## src/rtl/ahb_pkg.sv

```systemverilog
// ahb_pkg: shared AHB types, bus-segment constants and slave address map.
package ahb_pkg;
    typedef enum logic [1:0] {
        IDLE   = 2'b00,
        BUSY   = 2'b01,
        NONSEQ = 2'b10,
        SEQ    = 2'b11
    } htrans_e;
    typedef enum logic [2:0] {
        SINGLE = 3'b000,
        INCR   = 3'b001,
        WRAP4  = 3'b010,
        INCR4  = 3'b011,
        WRAP8  = 3'b100,
        INCR8  = 3'b101,
        WRAP16 = 3'b110,
        INCR16 = 3'b111
    } hburst_e;
    localparam int AHB_NUM_MASTERS    = 4;
    localparam int AHB_DEFAULT_MASTER = 0;
    localparam logic [31:0] SLV_MASK  = 32'hF000_0000;
    localparam logic [31:0] SLV0_BASE = 32'h0000_0000;
    localparam logic [31:0] SLV1_BASE = 32'h1000_0000;
    localparam logic [31:0] SLV2_BASE = 32'h2000_0000;
    localparam logic [31:0] SLV3_BASE = 32'h4000_0000;
    // Beats in a burst; 0 marks undefined-length INCR.
    function automatic logic [4:0] burst_len(input hburst_e hburst);
        return hburst[2:1] == 2'b01 ? 5'd4 :
               hburst[2:1] == 2'b10 ? 5'd8 :
               hburst[2:1] == 2'b11 ? 5'd16 :
               hburst[0] ? 5'd0 : 5'd1;
    endfunction
endpackage

```

## src/rtl/ahb_rr_picker.sv

```systemverilog
// ahb_rr_picker: combinational round-robin picker; searches req_i starting one past ptr_i.
module ahb_rr_picker #(
    parameter int N  = 4,
    parameter int PW = (N > 1) ? $clog2(N) : 1
) (
    input  logic [N-1:0]  req_i,
    input  logic [PW-1:0] ptr_i,
    output logic [N-1:0]  gnt_o,
    output logic          valid_o
);
    logic [PW:0] pos;
    logic        found;
    always_comb begin
        gnt_o = '0;
        found = 1'b0;
        pos   = '0;
        for (int i = 1; i <= N; i++) begin
            pos = {1'b0, ptr_i} + (PW+1)'(i);
            pos = pos >= (PW+1)'(N) ? pos - (PW+1)'(N) : pos;
            if (!found && req_i[pos[PW-1:0]]) begin
                gnt_o[pos[PW-1:0]] = 1'b1;
                found = 1'b1;
            end
        end
    end
    assign valid_o = |req_i;
endmodule

```

## src/rtl/ahb_arbiter.sv

```systemverilog
// ahb_arbiter: round-robin AHB arbiter with burst/lock/wait-state aware re-arbitration
// and registered HMASTER/HMASTLOCK that trail the grant by one completed transfer.
module ahb_arbiter
    import ahb_pkg::*;
#(
    parameter int NUM_MASTERS    = AHB_NUM_MASTERS,
    parameter int DEFAULT_MASTER = AHB_DEFAULT_MASTER,
    parameter int MW             = $clog2(NUM_MASTERS)
) (
    input  logic                   HCLK,
    input  logic                   HRESETn,
    input  logic [NUM_MASTERS-1:0] HBUSREQ,
    input  logic [NUM_MASTERS-1:0] HLOCK,
    input  logic [1:0]             HTRANS,
    input  logic [2:0]             HBURST,
    input  logic                   HREADY,
    output logic [NUM_MASTERS-1:0] HGRANT,
    output logic [MW-1:0]          HMASTER,
    output logic                   HMASTLOCK
);
    localparam logic [NUM_MASTERS-1:0] DEF_GNT = NUM_MASTERS'(1) << DEFAULT_MASTER;
    localparam logic [MW-1:0]          DEF_IDX = MW'(DEFAULT_MASTER);

    logic [NUM_MASTERS-1:0] grant_q, grant_d, pick;
    logic [MW-1:0]          master_q, master_d, rr_q, rr_d, gnt_idx, pick_idx;
    logic                   mlock_q, mlock_d, pick_valid, lock_hold, rearb;
    logic [3:0]             cnt_q, cnt_d, nonseq_load;
    logic [4:0]             len;

    ahb_rr_picker #(.N(NUM_MASTERS), .PW(MW)) u_picker (
        .req_i  (HBUSREQ),
        .ptr_i  (rr_q),
        .gnt_o  (pick),
        .valid_o(pick_valid)
    );

    always_comb begin
        gnt_idx  = '0;
        pick_idx = '0;
        for (int i = 0; i < NUM_MASTERS; i++) begin
            gnt_idx  = grant_q[i] ? MW'(i) : gnt_idx;
            pick_idx = pick[i] ? MW'(i) : pick_idx;
        end
    end

    // Counter holds the beats still to come after the current address phase.
    assign len         = burst_len(hburst_e'(HBURST));
    assign nonseq_load = len > 5'd1 ? 4'(len - 5'd1) : 4'd0;
    assign cnt_d = !HREADY          ? cnt_q :
                   HTRANS == NONSEQ ? nonseq_load :
                   HTRANS == SEQ    ? (cnt_q != 4'd0 ? cnt_q - 4'd1 : cnt_q) :
                   HTRANS == IDLE   ? 4'd0 : cnt_q;

    assign lock_hold = HLOCK[gnt_idx];
    assign rearb     = HREADY && !lock_hold && cnt_d == 4'd0 && HTRANS != BUSY;
    assign grant_d   = rearb ? (pick_valid ? pick : DEF_GNT) : grant_q;
    assign rr_d      = rearb && pick_valid ? pick_idx : rr_q;
    assign master_d  = HREADY ? gnt_idx : master_q;
    assign mlock_d   = HREADY ? HLOCK[gnt_idx] : mlock_q;

    always_ff @(posedge HCLK or negedge HRESETn) begin
        if (!HRESETn) begin
            grant_q  <= DEF_GNT;
            master_q <= DEF_IDX;
            mlock_q  <= 1'b0;
            cnt_q    <= 4'd0;
            rr_q     <= DEF_IDX;
        end else begin
            grant_q  <= grant_d;
            master_q <= master_d;
            mlock_q  <= mlock_d;
            cnt_q    <= cnt_d;
            rr_q     <= rr_d;
        end
    end

    assign HGRANT    = grant_q;
    assign HMASTER   = master_q;
    assign HMASTLOCK = mlock_q;
endmodule

```

## config.mk

```make
export PLATFORM = sky130hd
export DESIGN_NAME = ahb_arbiter
export DESIGN_NICKNAME = d
export VERILOG_FILES = /design/src/rtl/ahb_pkg.sv /design/src/rtl/ahb_rr_picker.sv /design/src/rtl/ahb_arbiter.sv
export SDC_FILE = /design/constraint.sdc
export NUM_CORES = 1
export LEC_CHECK = 0
export CORE_MARGIN = 3
export CORE_UTILIZATION = 47
export DETAILED_ROUTE_END_ITERATION = 16
export PLACE_DENSITY = 0.72
export SLEW_MARGIN = 20
export SYNTH_ARGS = -nofsm -noshare
export SYNTH_HDL_FRONTEND = slang
export SYNTH_SLANG_ARGS = --single-unit
```

## constraint.sdc

```tcl
create_clock -name HCLK -period 2.4 [get_ports HCLK]
set_input_delay 0.48 -clock HCLK [delete_from_list [all_inputs] [get_ports HCLK]]
set_output_delay 0.48 -clock HCLK [all_outputs]
set_load 0.02 [all_outputs]
```

==> metrics.cfg, run 1 <==
[setup_path]
crit_arrival_ns = 2.52
critPathMaxFanout = 3
worst-r2r-setup-slack_ns = 0.04
r2r-start = cnt_q[0]
r2r_cells = 8
crit_type = register to register
end_kind = register
required_ns = 2.56
critPathLaunchType = register
regToRegEndpoint = rr_q[0]

[logic_synthesis]
muxShareOfSynthArea = 0.175
postSynth.asyncResetShare = 1.00
yosysWarnings = 0
synth.distinct_cells = 50
synthFlopType = dfrtp_1
yosys.area_share.simple = 0.223
synthCells = 131
yosysSeqAreaShare = 0.255
avgSynthCellArea_um2 = 9.79
synth-xor-area-share = 0
ys_ff_latch = 13
synth_top_family_by_area = simple AND/OR/NAND/NOR gates
synth_edf_count = 0
syn_area_um2 = 1280
synth-compound-area-share = 0.216
synth_nets = 156
synthAdderAreaFrac = 0.0878

[run]
drv_cap = 0

[global_routing]
grt_pass1_wl_um = 5510
track_usage = 0.208
grt_max_degree = 16
overflow = 0
grt_pass1_vias = 1231
antenna_found_initial = 0

[floorplanning]
coreArea_um2 = 2540
die_area_um2 = 3390
core.rowCount = 18
die_height_um = 58.2
start_util = 0.504
die_x_um = 58.2
io_pins = 23

[clock_network]
cts_tree = done
clockBufferDepth = 2
cts.clk_slew.worst_paths_ns = 0.07
clock-root-buffer = clkbuf_4
cts_max_level = 1
cts.hold.buffers_added = 0
clk-insertion-delay-late_ns = 0.27
cts.sinks = 13
cts_made_buffers = 3

[routing]
vias_per_cell = 5.91
drtPass1Iterations = 4
vias = 1277
drt_wl_total_um = 3510
drc = 0
wire_per_inst_um = 16.3
drtAntennaViolNets = 0
drtIter0Drc = 25

[layout]
multiInputGateArea_um2 = 947
n_antenna_cell = 0
synthToLayoutAreaGrowth_pct = 43.5
fill_cells = 183
drive_gt1_frac = 0.333
finish.net_count = 212
final_util = 0.723
fin_area_um2 = 1840
final_cells = 216
seq_area_um2 = 328

[placement]
placedCellCount = 209
placed_cell_area_um2 = 1740
hpwlAfterDp_um = 2570
port_buffers = 21
finalWeightedCongestion = 0.978

[power_and_ir_drop]
fin_total_pwr_mw = 1.97
p_leak_nw = 0.848
power.density_nw_per_um2 = 1070
irDropWorstVdd_mv = 0.679

[sta]
worst_pin_slew_ns = 0.596
tns_ns = 0
finalSetupViolations = 0
fmax_ghz = 0.424
max_slew_margin = 0.601
period_needed_ns = 2.36
min_period_over_period = 0.982
finClkSkew_ns = 0.00190
slew_viol_final = 0
hold_viol = 0

[run_status]
status = finished clean

[hold_path]
hp-start = HMASTER[0]
hold_path_class = register to register
holdPathEnd = HMASTER[0]
hold_depth = 2

flip-flops by register name (all words and copies together), names as in the netlist:
register and cells:
HMASTLOCK 1, HMASTER 2, HGRANT 4, cnt_q 4
rr_q 2
worst max-delay path by stage:
stage / from / endpoint / slack, ns
6_report: cnt_q[0] / rr_q[0] / 0.04
5_1_grt: cnt_q[0] / rr_q[1] / -0.03
4_1_cts: cnt_q[0] / HGRANT[2] / 0.009
3_5_place_dp: HTRANS[0] / rr_q[0] / -0.31
3_3_place_gp: HTRANS[0] / rr_q[0] / -0.24
2_1_floorplan: rr_q[0] / rr_q[0] / 0.004
report_power, final:
group          switching [mW]  internal [mW]  total [mW]
Combinational           0.699          0.741        1.44
Clock                  0.0684         0.0645       0.133
Sequential             0.0866          0.314       0.400
layer usage:
layer / track usage / up-vias / part of all wire
li1: - / 612 / -
met1: 0.266 / 612 / 0.45
met2: 0.337 / 44 / 0.46
met3: 0.0668 / 9 / 0.060
met4: 0.0530 / 0 / 0.031
met5: 0 / - / 0
stage by stage:
step                      hold slack, ns  setup WS [ns]
after floorplan                    0.184        0.00431
after global placement             0.504         -0.243
after detailed placement           0.511         -0.306
after CTS                          0.532        0.00931
after global routing               0.568        -0.0303
final                              0.525         0.0424
logic make-up (layout without fill, tap and decap cells):
| family | after synthesis | after routing |
|---|---|---|
| AO/OA/AOI/OAI | 34 | 34 |
| adder cells (fa/ha/maj) | 9 | 9 |
| buffers and inverters | 12 | 67 |
| flip-flops | 13 | 13 |
| multiplexers | 18 | 18 |
| AND/OR/NAND/NOR | 45 | 45 |
what timing repair did:
| action | in CTS | in global routing |
|---|---|---|
| setup buffers | 0 | 3 |
| resized for setup | 2 | 9 |
| gates cloned | 0 | 0 |
| pin swaps | 0 | 2 |
| setup endpoints to repair | 1 | 6 |
area by class of cell:
class	instances	area share
Clock buffer	4	0.0143
Multi-Input combinational cell	106	0.515
Sequential cell	13	0.178
Tap cell	30	0.0204
Timing Repair Buffer	54	0.253
Inverter	9	0.0197
critical path: stages (launching register included):
cell and delay, ns:
dfrtp_1 0.38, inv_1 0.09, ha_2 0.21, nor3b_4 0.26, or4_4 0.19, o311ai_4 0.10, or4b_4 0.55, nor3_4 0.16
mux2_4 0.31
cell usage after synthesis (3+ instances only):
library cell,number,area share
dfrtp_1,12,0.23
a21oi_1,8,0.031
inv_1,7,0.020
and3_1,7,0.034
ha_1,9,0.088
nand2_1,6,0.018
nand2b_1,4,0.020
a2111oi_0,3,0.020
o22ai_1,3,0.015
mux2_4,6,0.070
o21ai_0,3,0.012
nor2_1,12,0.035
mux2i_1,10,0.078
placed cells by master (no fill, tap or decap), types with 4 or more instances in the layout:
cell type        synthesis  layout
nand2b_1                 4       4
mux2_4                   6       6
a21oi_1                  8       7
and3_1                   7       7
buf_4                    0      33
inv_1                    7       7
nand2_1                  6       6
ha_1                     9       8
clkdlybuf4s50_1          0      18
mux2i_1                 10      10
dfrtp_1                 12      11
nor2_1                  12      12
(Power assumes the default switching activity.)
==> run 2, diff against run 1 <==
--- a/config.mk
+++ b/config.mk
@@ -5,10 +5,11 @@
 export SDC_FILE = /design/constraint.sdc
 export NUM_CORES = 1
 export LEC_CHECK = 0
-export CORE_MARGIN = 3
 export CORE_UTILIZATION = 47
 export DETAILED_ROUTE_END_ITERATION = 16
+export MAX_ROUTING_LAYER = met4
 export PLACE_DENSITY = 0.72
+export SETUP_SLACK_MARGIN = 0.15
 export SLEW_MARGIN = 20
 export SYNTH_ARGS = -nofsm -noshare
 export SYNTH_HDL_FRONTEND = slang
==> metrics.cfg, run 2 (synthesis results as in run 1) <==
[clock_network]
clock-root-buffer = clkbuf_4  ; unchanged
cts.sinks = 13  ; unchanged
cts_tree = done  ; unchanged
cts_max_level = 1  ; unchanged
clk-insertion-delay-late_ns = 0.29  ; was 0.27 ns
clockBufferDepth = 2  ; unchanged
cts.hold.buffers_added = 0  ; unchanged
cts.clk_slew.worst_paths_ns = 0.08  ; was 0.07 ns
cts_made_buffers = 3  ; unchanged

[setup_path]
crit_arrival_ns = 2.47  ; was 2.52 ns
critPathLaunchType = register  ; unchanged
end_kind = register  ; unchanged
crit_type = register to register  ; unchanged
required_ns = 2.58  ; was 2.56 ns
critPathMaxFanout = 3  ; unchanged

[global_routing]
overflow = 0  ; unchanged
antenna_found_initial = 0  ; unchanged
track_usage = 0.254  ; was 0.208
grt_pass1_vias = 1088  ; was 1231
grt_pass1_wl_um = 5180  ; was 5510 µm
grt_max_degree = 16  ; unchanged

[placement]
dp_slack_ns = -0.290  ; was -0.306 ns
finalWeightedCongestion = 0.907  ; was 0.978
port_buffers = 21  ; unchanged
hpwlAfterDp_um = 2470  ; was 2570 µm

[layout]
mostFrequentLayoutCells = 33 x buf_4, 15 x clkdlybuf4s50_1, 12 x nor2_1, 11 x dfrtp_1, 9 x mux2i_1  ; was 33 x buf_4, 18 x clkdlybuf4s50_1, 12 x nor2_1, 11 x dfrtp_1, 10 x mux2i_1
n_antenna_cell = 0  ; unchanged
layout_commonest_cell = buf_4  ; unchanged
finish.net_count = 212  ; unchanged
multiInputGateArea_um2 = 982  ; was 947 µm²
synthToLayoutAreaGrowth_pct = 45.1  ; was 43.5%
fill_cells = 199  ; was 183
seq_area_um2 = 328  ; unchanged
drive_gt1_frac = 0.366  ; was 0.333

[sta]
period_needed_ns = 2.29  ; was 2.36 ns
min_period_over_period = 0.954  ; was 0.982
finalSetupViolations = 0  ; unchanged
slew_viol_final = 0  ; unchanged
fmax_ghz = 0.437  ; was 0.424 GHz
max_slew_margin = 0.619  ; was 0.601
hold_viol = 0  ; unchanged
rsz0062_at_grt = yes
finClkSkew_ns = 0.00265  ; was 0.00190 ns
worst_pin_slew_ns = 0.569  ; was 0.596 ns
worst_slack_ns = 0.110  ; was 0.0424 ns

[floorplanning]
core.rowCount = 18  ; unchanged
coreArea_um2 = 2520  ; was 2540 µm²
die_area_um2 = 2940  ; was 3390 µm²
die_height_um = 54.2  ; was 58.2 µm
io_pins = 23  ; unchanged
die_x_um = 54.2  ; was 58.2 µm
start_util = 0.508  ; was 0.504

[hold_path]
hold_path_class = register to register  ; unchanged

[power_and_ir_drop]
fin_total_pwr_mw = 2.01  ; was 1.97 mW
power.density_nw_per_um2 = 1080  ; was 1070 nW/µm²
irDropWorstVdd_mv = 0.714  ; was 0.679 mV
p_leak_nw = 0.830  ; was 0.848 nW

[routing]
vias = 1284  ; was 1277
drtIter0Drc = 31  ; was 25
drtAntennaViolNets = 0  ; unchanged
drtPass1Iterations = 4  ; unchanged
drc = 0  ; unchanged
drt_wl_total_um = 3310  ; was 3510 µm
wire_per_inst_um = 15.3  ; was 16.3 µm
vias_per_cell = 5.94  ; was 5.91

[run_status]
status = finished clean  ; unchanged

[run]
drv_cap = 0  ; unchanged

## run 2: final timing paths
| path | start | endpoint | slack (ns) | cells past startpoint |
|---|---|---|---|---|
| worst max register to register | cnt_q[0] | rr_q[0] | 0.11 | 8 |
| max in group asynchronous | HRESETn | rr_q[0] | 1.44 | 1 |
| worst min-delay path | HMASTER[1] | HMASTER[1] | 0.53 | 2 |
| worst max-delay path | cnt_q[0] | rr_q[0] | 0.11 | 8 |
| worst min register to register | HMASTER[1] | HMASTER[1] | 0.53 | 2 |
| min in group asynchronous | HRESETn | HMASTER[1] | 0.55 | 1 |
## run 2: final cells by class
cell class	instances	share of cell area
clock buffers	4	0.0141
inverters	9	0.0195
multi-input cells	106	0.528
flip-flops and latches	13	0.176
well taps	30	0.0202
repair buffers	54	0.242
## run 2: per-stage QoR
step / area (µm²) / setup TNS (ns) / utilization / hold WS, ns / std cells
5_1_grt: 1860 / 0 / 0.738 / 0.566 / 216
6_report: 1860 / 0 / 0.738 / 0.526 / 216
2_1_floorplan: 1290 / 0 / - / 0.184 / 131
3_5_place_dp: 1740 / -1.38 / 0.688 / 0.517 / 209
4_1_cts: 1830 / 0 / 0.725 / 0.535 / 215
3_3_place_gp: 1740 / -1.11 / 0.688 / 0.502 / 209
## run 2: per-layer routing
layer  part of all wire  track usage  wire [µm]  vias up
li1                   -            -          -      617
met1               0.47        0.357       1540      612
met2               0.45        0.382       1500       49
met3              0.066       0.0611        220        6
met4              0.013       0.0256         44        0
met5                  0            -          0        -
## run 2: timing repair
| action | in CTS | in global routing |
|---|---|---|
| pin swaps | 1 | 1 |
| gates resized for setup | 15 | 7 |
| endpoints found under the setup margin | 6 | 6 |
| setup buffers | 2 | 1 |
## run 2: critical path, cell delays in order, from the launching register on
cell and delay (ns):
dfrtp_1 0.40, inv_2 0.09, ha_4 0.15, nor3b_4 0.23, or4_4 0.18, o311ai_4 0.11
or4b_4 0.55, nor3_4 0.16, mux2_4 0.31
## run 2: power breakdown
group / switching [mW] / internal (mW)
Sequential: 0.0859 / 0.314
Combinational: 0.706 / 0.769
Clock: 0.0743 / 0.0648
Total: 0.866 / 1.15
==> run 3, diff against run 2 <==
--- a/config.mk
+++ b/config.mk
@@ -7,6 +7,7 @@
 export LEC_CHECK = 0
 export CORE_UTILIZATION = 47
 export DETAILED_ROUTE_END_ITERATION = 16
+export GPL_ROUTABILITY_DRIVEN = 0
 export MAX_ROUTING_LAYER = met4
 export PLACE_DENSITY = 0.72
 export SETUP_SLACK_MARGIN = 0.15
==> metrics.cfg, run 3 (synthesis results as in run 1) <==
[layout]
finish.net_count = 214  ; was 212
drive_gt1_frac = 0.378  ; was 0.366
n_antenna_cell = 0  ; unchanged
mostFrequentLayoutCells = 35 x buf_4, 15 x clkdlybuf4s50_1, 12 x nor2_1, 11 x dfrtp_1, 10 x mux2i_1  ; was 33 x buf_4, 15 x clkdlybuf4s50_1, 12 x nor2_1, 11 x dfrtp_1, 9 x mux2i_1
synthToLayoutAreaGrowth_pct = 47.3  ; was 45.1%
fill_cells = 175  ; was 199
layout_commonest_cell = buf_4  ; unchanged

[routing]
wire_per_inst_um = 15.7  ; was 15.3 µm
drt_wl_total_um = 3430  ; was 3310 µm
drtIter0Drc = 31  ; unchanged
drc = 0  ; unchanged
drtPass1Iterations = 4  ; unchanged
vias_per_cell = 5.90  ; was 5.94
vias = 1287  ; was 1284
drtAntennaViolNets = 0  ; unchanged

[sta]
min_period_over_period = 0.962  ; was 0.954
hold_ws_ns = 0.523  ; was 0.526 ns
finalSetupViolations = 0  ; unchanged
slew_viol_final = 0  ; unchanged
fmax_ghz = 0.433  ; was 0.437 GHz
worst_pin_slew_ns = 0.740  ; was 0.569 ns
hold_viol = 0  ; unchanged
max_slew_margin = 0.502  ; was 0.619
rsz0062_at_grt = yes  ; unchanged
finClkSkew_ns = 0.00101  ; was 0.00265 ns
period_needed_ns = 2.31  ; was 2.29 ns

[setup_path]
critPathLaunchType = input pin  ; was register
worst-r2r-setup-slack_ns = 0.10  ; was 0.11 ns
end_kind = register  ; unchanged
required_ns = 2.57  ; was 2.58 ns
critPathMaxFanout = 4  ; was 3
r2r_cells = 9  ; was 8
crit_type = input pin to register  ; was register to register
crit_arrival_ns = 2.48  ; was 2.47 ns

[clock_network]
cts.sinks = 13  ; unchanged
clock-root-buffer = clkbuf_4  ; unchanged
cts.hold.buffers_added = 0  ; unchanged
cts.clk_slew.worst_paths_ns = 0.08  ; about the same
clockBufferDepth = 2  ; unchanged
cts_max_level = 1  ; unchanged
cts_made_buffers = 3  ; unchanged
clk-insertion-delay-late_ns = 0.28  ; was 0.29 ns
cts_tree = done  ; unchanged

[hold_path]
hold_path_class = register to register  ; unchanged
hold_depth = 2  ; unchanged

[floorplanning]
die_area_um2 = 2940  ; unchanged
die_height_um = 54.2  ; unchanged
start_util = 0.508  ; unchanged
coreArea_um2 = 2520  ; unchanged
io_pins = 23  ; unchanged
die_x_um = 54.2  ; unchanged
core.rowCount = 18  ; unchanged

[run]
drv_cap = 0  ; unchanged

[placement]
port_buffers = 21  ; unchanged
hpwlAfterDp_um = 2470  ; about the same

[global_routing]
track_usage = 0.262  ; was 0.254
grt_max_degree = 16  ; unchanged
overflow = 0  ; unchanged
grt_pass1_wl_um = 5290  ; was 5180 µm
grt_pass1_vias = 1214  ; was 1088
antenna_found_initial = 0  ; unchanged

[run_status]
status = finished clean  ; unchanged

[power_and_ir_drop]
irDropWorstVdd_mv = 0.728  ; was 0.714 mV
power.density_nw_per_um2 = 1080  ; about the same
p_leak_nw = 0.848  ; was 0.830 nW
fin_total_pwr_mw = 2.04  ; was 2.01 mW

==> run 3: metrics by stage <==
step | instances | cell area, µm² | util | TNS, ns | worst slack (ns)
after floorplan | 131 | 1290 | - | 0 | 0.162
after global placement | 209 | 1740 | 0.688 | -1.21 | -0.271
after detailed placement | 209 | 1740 | 0.688 | -1.58 | -0.335
after CTS | 217 | 1840 | 0.731 | 0 | 0.103
after global routing | 218 | 1890 | 0.749 | 0 | 0.0301
final | 218 | 1890 | 0.749 | 0 | 0.0922
==> run 3: final timing paths <==
| kind | startpoint | to |
|---|---|---|
| hold / removal | HMASTLOCK | HMASTLOCK |
| setup / recovery | HBUSREQ[2] | rr_q[0] |
| setup reg to reg | cnt_q[0] | rr_q[0] |
| hold reg to reg | HMASTLOCK | HMASTLOCK |
| max in group asynchronous | HRESETn | rr_q[0] |
| min in group asynchronous | HRESETn | HMASTER[0] |
==> run 3: report_power, final <==
part	switching, mW	internal [mW]
Clock	0.0734	0.0646
Combinational	0.731	0.772
Sequential	0.0896	0.314
Total	0.894	1.15
==> run 3: repair_timing <==
item,4_1_cts,5_1_grt
buffers inserted,4,1
resized for setup,17,7
setup endpoints to repair,6,6
pin swaps,7,2
==> run 3: final cells by class <==
type | instances | area (µm²) | area share
multi-input cells | 106 | 996 | 0.527
repair buffers | 56 | 465 | 0.246
flip-flops and latches | 13 | 328 | 0.174
well taps | 30 | 37.5 | 0.0199
inverters | 9 | 36.3 | 0.0192
clock buffers | 4 | 26.3 | 0.0139
==> run 3: per-layer routing <==
layer / GRT usage / share of wire
met1: 0.307 / 0.44
met3: 0.0694 / 0.060
met4: 0.0812 / 0.020
met2: 0.437 / 0.48
met5: - / 0
==> run 3: worst max-delay path, stage by stage <==
cell and delay [ns]:
clkdlybuf4s50_1 0.45, mux2_4 0.31, and3_1 0.18, a2111oi_1 0.43
a2bb2oi_1 0.26, o21bai_1 0.11, mux2_4 0.26
